File: src/rtl/board_renderer.sv
// Redraws the 6x7 Connect-4 board and the column cursor strip into the VGA frame buffer.
// Optional HIGHLIGHT_WIN_EN adds a win_mask input that paints flagged cells green.
module board_renderer #(
  parameter int unsigned X0       = 16,
  parameter int unsigned Y0       = 100,
  parameter int unsigned PITCH    = 16,
  parameter int unsigned CELL     = 12,
  parameter int unsigned CURSOR_Y = 4,
  parameter int unsigned CURSOR_H = 4
) (
  input  logic        clk,
  input  logic        rst,
  input  logic        start,
  input  logic [2:0]  cursor_col,
  output logic [5:0]  rd_addr,
  input  logic [1:0]  rd_data,
`ifdef HIGHLIGHT_WIN_EN
  input  logic [41:0] win_mask,
`endif
  output logic [7:0]  x,
  output logic [6:0]  y,
  output logic [2:0]  colour,
  output logic        plot,
  output logic        busy,
  output logic        done
);

  typedef enum logic [2:0] {S_IDLE, S_FETCH, S_WAIT, S_DRAW, S_CURSOR, S_DONE} state_t;

  state_t      state_q, state_d;
  logic [5:0]  rd_addr_q, rd_addr_d;
  logic [2:0]  row_q, row_d, col_q, col_d, cur_q, cur_d, cellc_q, cellc_d;
  logic [7:0]  px_q, px_d, py_q, py_d;
  logic [7:0]  x_q, x_d;
  logic [6:0]  y_q, y_d;
  logic [2:0]  colour_q, colour_d;
  logic        plot_q, plot_d, busy_q, busy_d, done_q, done_d;
  logic        px_last, py_cell_last, py_cur_last;

  function automatic logic [2:0] map_code(input logic [1:0] code);
    case (code)
      2'b00:   map_code = 3'b001;
      2'b01:   map_code = 3'b100;
      2'b10:   map_code = 3'b110;
      default: map_code = 3'b111;
    endcase
  endfunction

  assign px_last      = (px_q == 8'(CELL - 1));
  assign py_cell_last = (py_q == 8'(CELL - 1));
  assign py_cur_last  = (py_q == 8'(CURSOR_H - 1));

  always_comb begin
    state_d   = state_q;
    rd_addr_d = rd_addr_q;
    row_d     = row_q;
    col_d     = col_q;
    cur_d     = cur_q;
    cellc_d   = cellc_q;
    px_d      = px_q;
    py_d      = py_q;
    x_d       = x_q;
    y_d       = y_q;
    colour_d  = colour_q;
    busy_d    = busy_q;
    plot_d    = 1'b0;
    done_d    = 1'b0;
    case (state_q)
      S_IDLE: begin
        if (start) begin
          cur_d     = cursor_col;
          busy_d    = 1'b1;
          rd_addr_d = '0;
          row_d     = '0;
          col_d     = '0;
          state_d   = S_FETCH;
        end
      end
      S_FETCH: state_d = S_WAIT;
      S_WAIT: begin
`ifdef HIGHLIGHT_WIN_EN
        cellc_d = win_mask[rd_addr_q] ? 3'b010 : map_code(rd_data);
`else
        cellc_d = map_code(rd_data);
`endif
        px_d    = '0;
        py_d    = '0;
        state_d = S_DRAW;
      end
      S_DRAW: begin
        plot_d   = 1'b1;
        x_d      = 8'(X0 + 32'(col_q) * PITCH + 32'(px_q));
        y_d      = 7'(Y0 - 32'(row_q) * PITCH + 32'(py_q));
        colour_d = cellc_q;
        if (!px_last) begin
          px_d = px_q + 8'd1;
        end else begin
          px_d = '0;
          if (!py_cell_last) begin
            py_d = py_q + 8'd1;
          end else begin
            py_d = '0;
            if (rd_addr_q == 6'd41) begin
              col_d   = '0;
              state_d = S_CURSOR;
            end else begin
              // rd_addr tracks row*7+col so the column wrap bumps the row
              rd_addr_d = rd_addr_q + 6'd1;
              if (col_q == 3'd6) begin
                col_d = '0;
                row_d = row_q + 3'd1;
              end else begin
                col_d = col_q + 3'd1;
              end
              state_d = S_FETCH;
            end
          end
        end
      end
      S_CURSOR: begin
        plot_d   = 1'b1;
        x_d      = 8'(X0 + 32'(col_q) * PITCH + 32'(px_q));
        y_d      = 7'(CURSOR_Y + 32'(py_q));
        colour_d = (col_q == cur_q) ? 3'b111 : 3'b000;
        if (!px_last) begin
          px_d = px_q + 8'd1;
        end else begin
          px_d = '0;
          if (!py_cur_last) begin
            py_d = py_q + 8'd1;
          end else begin
            py_d = '0;
            if (col_q == 3'd6) state_d = S_DONE;
            else               col_d   = col_q + 3'd1;
          end
        end
      end
      S_DONE: begin
        done_d  = 1'b1;
        busy_d  = 1'b0;
        state_d = S_IDLE;
      end
      default: state_d = S_IDLE;
    endcase
  end

  always_ff @(posedge clk or negedge rst) begin
    if (!rst) begin
      state_q   <= S_IDLE;
      rd_addr_q <= '0;
      row_q     <= '0;
      col_q     <= '0;
      cur_q     <= '0;
      cellc_q   <= '0;
      px_q      <= '0;
      py_q      <= '0;
      x_q       <= '0;
      y_q       <= '0;
      colour_q  <= '0;
      plot_q    <= 1'b0;
      busy_q    <= 1'b0;
      done_q    <= 1'b0;
    end else begin
      state_q   <= state_d;
      rd_addr_q <= rd_addr_d;
      row_q     <= row_d;
      col_q     <= col_d;
      cur_q     <= cur_d;
      cellc_q   <= cellc_d;
      px_q      <= px_d;
      py_q      <= py_d;
      x_q       <= x_d;
      y_q       <= y_d;
      colour_q  <= colour_d;
      plot_q    <= plot_d;
      busy_q    <= busy_d;
      done_q    <= done_d;
    end
  end

  assign rd_addr = rd_addr_q;
  assign x       = x_q;
  assign y       = y_q;
  assign colour  = colour_q;
  assign plot    = plot_q;
  assign busy    = busy_q;
  assign done    = done_q;

endmodule

File: config.mk
export PLATFORM = sky130hd
export DESIGN_NAME = board_renderer
export DESIGN_NICKNAME = d
export VERILOG_FILES = /design/src/rtl/board_renderer.sv
export SDC_FILE = /design/constraint.sdc
export NUM_CORES = 1
export LEC_CHECK = 0
export ABC_AREA = 1
export CAP_MARGIN = 20
export CORE_MARGIN = 8
export CORE_UTILIZATION = 55
export DETAILED_ROUTE_END_ITERATION = 16
export PLACE_DENSITY = 0.84
export SLEW_MARGIN = 20
export SYNTH_ARGS = -nofsm -noshare
export SYNTH_HDL_FRONTEND = slang
export SYNTH_SLANG_ARGS = --single-unit
File: constraint.sdc
create_clock -name clk -period 2.2 [get_ports clk]
set_input_delay 0.44 -clock clk [delete_from_list [all_inputs] [get_ports clk]]
set_output_delay 0.44 -clock clk [all_outputs]
set_load 0.05 [all_outputs]
# [After elaboration in Yosys (flattened, before gate mapping)]
# Cells that the tools add are included.
[word_totals] ramBits=0 inputBits=8 mem_count=0 ff_bits=58 latchBits=0 rom_bits=0 out_inout_bits=27 word_cells=104
[op_classes] div_mod_pow=0 add_sub_neg=10 shift=0 mux=42 n_lt_le_gt_ge=0 n_reduce_logical=16 eq_ne=22 n_mul=0 bitwise_logic=0
[ops] cell="$mux W3" count=20
[ops] cell="$mux W8" count=5
[ops] cell="$mux W6" count=4
[ops] cell="$pmux W8 S3" count=1
[ops] cell="$ne A2 B2 Y1 const B" count=9
[ops] cell="$pmux W3 S3" count=2
[ops] cell="$add A8 B1 Y8 const B" count=2
[ops] cell="$eq A8 B4 Y1 const B" count=2
[ops] cell="$pmux W8 S2" count=1
[ops] cell="$pmux W3 S5" count=1
[ops] cell="$pmux W7 S2" count=1
[ops] cell="$pmux W3 S2" count=2
[ops] cell="$pmux W6 S2" count=1
[ops] cell="$reduce_and A6 Y1" count=2
[ops] cell="$eq A3 B3 Y1 const B" count=3
[ops] cell="$add A5 B7 Y8 const A" count=1
[ops] cell="$add A8 B8 Y8" count=1
[ops] cell="$eq A8 B2 Y1 const B" count=1
[ops] cell="$reduce_bool A2 Y1" count=4
[ops] cell="$add A3 B7 Y7 const A" count=1
[ops] cell="$add A7 B7 Y7" count=1
[ops] cell="$reduce_and A7 Y1" count=1
[ops] cell="$sub A7 B7 Y7 const A" count=1
[ops] cell="$add A3 B1 Y3 const B" count=2
[ops] cell="other kinds (16)" count=21

# [Logic depth before layout (Yosys ltp)]
[depth] depth_word=6 depth_mapped=12 ltp_nobuf=12

# [Least setup slack after synthesis]
# OpenSTA, ideal clock, no wires.
[synth_timing] path_kind="reg-to-reg" from="register rd_addr_q[0], in the netlist rd_addr[0]" to="register rd_addr_q[3], in the netlist rd_addr[3]" setup_ns=0.066 path_buffers=0 path_slack_ns=0.487 arrival_time_ns=1.647 stages_incl_launch_ff=10 synth_period_minus_slack_ns=1.713 required_time_ns=2.134 cell_sequence="dfrtp_1 ha_1 nand3_1 nor2_1 nor2_1 nor2_1 nor2_4 nand2_2 nand2_1 nand2_1"
[synth_via] elab_chain_cells=5 word_cells_on_any_way=8 classes_between="add/sub (1); eq/ne (2); mux (4); reduce/logical (1)"
[synth_lines] element="from (decl)" line="31" text="logic [5:0] rd_addr_q, rd_addr_d;"
[synth_lines] element="from (signal assigned)" line="165" text="rd_addr_q <= rd_addr_d;"
[synth_lines] element="$add A6 B1 Y6" line="108" text="rd_addr_d = rd_addr_q + 6'd1;"
[synth_lines] element="$mux W6" line="103" text="if (rd_addr_q == 6'd41) begin"
[synth_lines] element="$mux W6" line="99" text="if (!py_cell_last) begin"
[synth_lines] element="$mux W6" line="95" text="if (!px_last) begin"
[synth_lines] element="$pmux W6 S2" line="68" text="case (state_q)"
# Several ways; a longest one is shown, not always the timed one. The select of a mux whose other input is x is not followed.
# A chain may end at the register's enable or synchronous reset.

# [Worst setup path in the final report]
[layout_timing] from="register rd_addr_q[3], in the netlist rd_addr[3]" to="output port rd_addr[3]"
[layout_rtl] element="to (decl)" line="15" text="output logic [5:0] rd_addr,"
# No word-level cell between the ends.

==> flow_metrics.py <==
metrics = {
    "drt": {
        "first_pass_iters": 5,
        "viasPerCell": 5.39,
        "drc": 0,
        "ant_nets": 0,
        "vias": 3106,
        "wl_per_cell_um": 13.7,
        "drtIter0Drc": 157,
        "drt-total-wl_mm": 7.87,
    },
    "synthesis": {
        "async_flop_share": 1.00,
        "syn_area_sq_mm": 0.00355,
        "syn_nets": 486,
        "synth_seq_cells": 58,
        "synth_ff_type": "dfrtp_1",
        "syn_area_per_cell_sq_um": 7.83,
        "synthTopCellsByCount": "nand2_1 (121), dfrtp_1 (58), inv_1 (51), nand3_1 (43), nor2_1 (36)",
        "syn-instance-count": 453,
        "synth_edf_count": 0,
        "synth_top_area_cell": "dfrtp_1",
        "synth_top_area_share": 0.409,
        "seq_area_frac_synth": 0.409,
        "yosysMostFrequentCell": "nand2_1",
        "synth.area.top_cells": "dfrtp_1 (41%), nand2_1 (13%), ha_1 (8.5%)",
        "ys_warn_count": 0,
        "yosysUniqueCellTypes": 32,
    },
    "placed_design": {
        "port_buffers": 34,
        "routabilityCongestion": 0.861,
        "hpwl_mm": 5.68,
        "dp_slack_ps": 368,
    },
    "worst_setup_path": {
        "critPathLaunchType": "register",
        "critPathArrivalTime_ps": 1650,
        "critical_path_peak_fanout": 7,
        "cp.required_ps": 1760,
        "setup.worst_path.start": "rd_addr[3]",
        "r2r-start": "py_q[5]",
        "critPathMaxStageDelay_ps": 850,
        "crit_slowest_cell": "clkdlybuf4s50_1",
        "cp-end-kind": "output port",
        "cp_cell_sequence": "clkdlybuf4s50_1",
        "cpLargestDelayFamily": "buffers and inverters",
        "crit_type": "register to output port",
        "crit_buf_inv": 1,
    },
    "cts": {
        "cts_tree": "built",
        "cts_htree_levels": 3,
        "cts_num_sinks": 58,
        "cts-resized-gates": 0,
        "cts_root_buf": "clkbuf_8",
        "post_cts_buffers": 0,
        "cts_buffers": 9,
        "holdBufCountCts": 0,
        "cts_buffer_depth": 2,
        "path_clk_slew_ps": 70,
        "clk_latency_ps": 340,
    },
    "layout": {
        "final_net_count": 527,
        "finalCoreUtilization": 0.670,
        "drive_gt1_frac": 0.0902,
        "area_growth_syn_to_layout_pct": 19.3,
        "fill_cells": 519,
        "antenna_cells": 0,
    },
    "grt": {
        "use_met1": 0.236,
        "met2_usage": 0.305,
        "grt_antenna_before_repair": 0,
        "top_usage_layer": "met2",
        "gr-usage-met3": 0.0491,
        "track_usage": 0.188,
        "grt_pass1_vias": 3016,
        "grt_overflow": 0,
        "grt_pass1_wl_mm": 13.6,
        "grt_max_degree": 38,
    },
    "floorplanning": {
        "row_count": 29,
        "ios": 35,
        "die-width_um": 96.3,
        "die_h_um": 96.3,
        "design.core.area_sq_mm": 0.00631,
        "die_area_sq_mm": 0.00928,
        "start_util": 0.562,
    },
    "sta": {
        "timing.final.crit_share": 0.949,
        "period_needed_ps": 2090,
        "skew_ps": 14.0,
        "tns_ps": 0,
        "finalSetupViolCount": 0,
        "maxSlewHeadroom": 0.647,
        "worstMarginPinSlew_ps": 528,
        "maxSlewViolCount": 0,
        "fin_ws_ps": 112,
        "fin_hold_ws_ps": 67.3,
        "grt_setup_unrepaired": "no",
        "max_freq_mhz": 479,
        "finalHoldViolCount": 0,
    },
    "power_and_ir_drop": {
        "p_comb_frac": 0.376,
        "p_seq_frac": 0.354,
        "cellPowerDensity_mw_per_mm2": 1080,
        "p_total_mw": 4.59,
        "p_switching_mw": 1.82,
        "switching_share": 0.397,
        "leakage_nw": 2.13,
        "internal_power_mw": 2.77,
        "clockPowerShare": 0.270,
        "ir_drop_uv": 884,
    },
    "outcome": {
        "status": "completed",
    },
    "run": {
        "drv_cap": 0,
    },
    "hold_path": {
        "hp-class": "input port to async pin",
    },
}
power by group through the flow:
stage	clock (mW)	sequential [mW]	combinational, mW
after floorplan	0	2.10	0.692
after global placement	0	1.62	1.68
after detailed placement	0	1.64	1.72
after CTS	1.26	1.62	1.74
after global routing	1.30	1.67	1.90
final	1.24	1.63	1.72
metal layers:
metal	share of wire	vias to the layer above
li1	-	1556
met4	0.013	0
met2	0.48	85
met1	0.46	1454
met5	0	-
met3	0.054	11
placed cells by master, fill, tap and decap left out, types with 2 or more instances in the layout:
master and count:
xor2_1 8, dfrtp_1 58, clkdlybuf4s50_1 33, o21ai_0 30, buf_4 2, o211ai_1 4
nor2_4 5, nand3_1 43, nor3_1 3, o21ai_1 7, clkinvlp_4 2, inv_1 51
xnor2_1 7, a21oi_1 13, nand2_1 121, clkbuf_8 10, ha_1 24, nor2_1 36
inv_2 5, nand2_2 4, nand4_1 6, inv_4 2, bufinv_16 3, nor2_8 2
mux2_2 3, o22ai_1 4
flip-flops by register name, indices dropped and copies added, names as in the netlist, 6 cells and up:
| signal | cells |
|---|---|
| x | 8 |
| px_q | 8 |
| rd_addr | 6 |
| py_q | 8 |
| y | 7 |
final timing paths:
check	end	slack [ps]	cells past startpoint
min in group clk	cellc_q[1]	470	2
hold / removal	col_q[1]	70	1
setup / recovery	rd_addr[3]	110	1
setup reg to reg	y[6]	330	10
max in group asynchronous	py_q[6]	1550	2
hold reg to reg	cellc_q[1]	470	2
through the flow:
stage                     instance area, sq um  std cells
final                                     4230        576
after global routing                      4230        576
after CTS                                 4230        576
after detailed placement                  3980        560
after global placement                    3980        560
after floorplan                           3550        453
kinds of logic (layout without fill, tap and decap cells):
kind of cell,after synthesis,count (layout),share of synthesized area
AOI/OAI and AO/OA,61,61,0.0920
adders and majority gates,25,25,0.0903
buffers and inverters,65,111,0.0726
muxes,3,3,0.00952
DFF,58,58,0.409
and+or+nand+nor,226,226,0.289
xor gates and xnor gates,15,15,0.0370
cell type report:
| class | instances | area [sq um] | share of cell area |
|---|---|---|---|
| multi-input combinational | 330 | 1840 | 0.435 |
| tap | 77 | 96.3 | 0.0228 |
| timing repair buffer | 37 | 370 | 0.0875 |
| clock inverter | 6 | 114 | 0.0269 |
| inverter | 58 | 223 | 0.0526 |
| sequential | 58 | 1450 | 0.343 |
| clock buffer | 10 | 138 | 0.0325 |
Power figures use the tool's default switching activity.
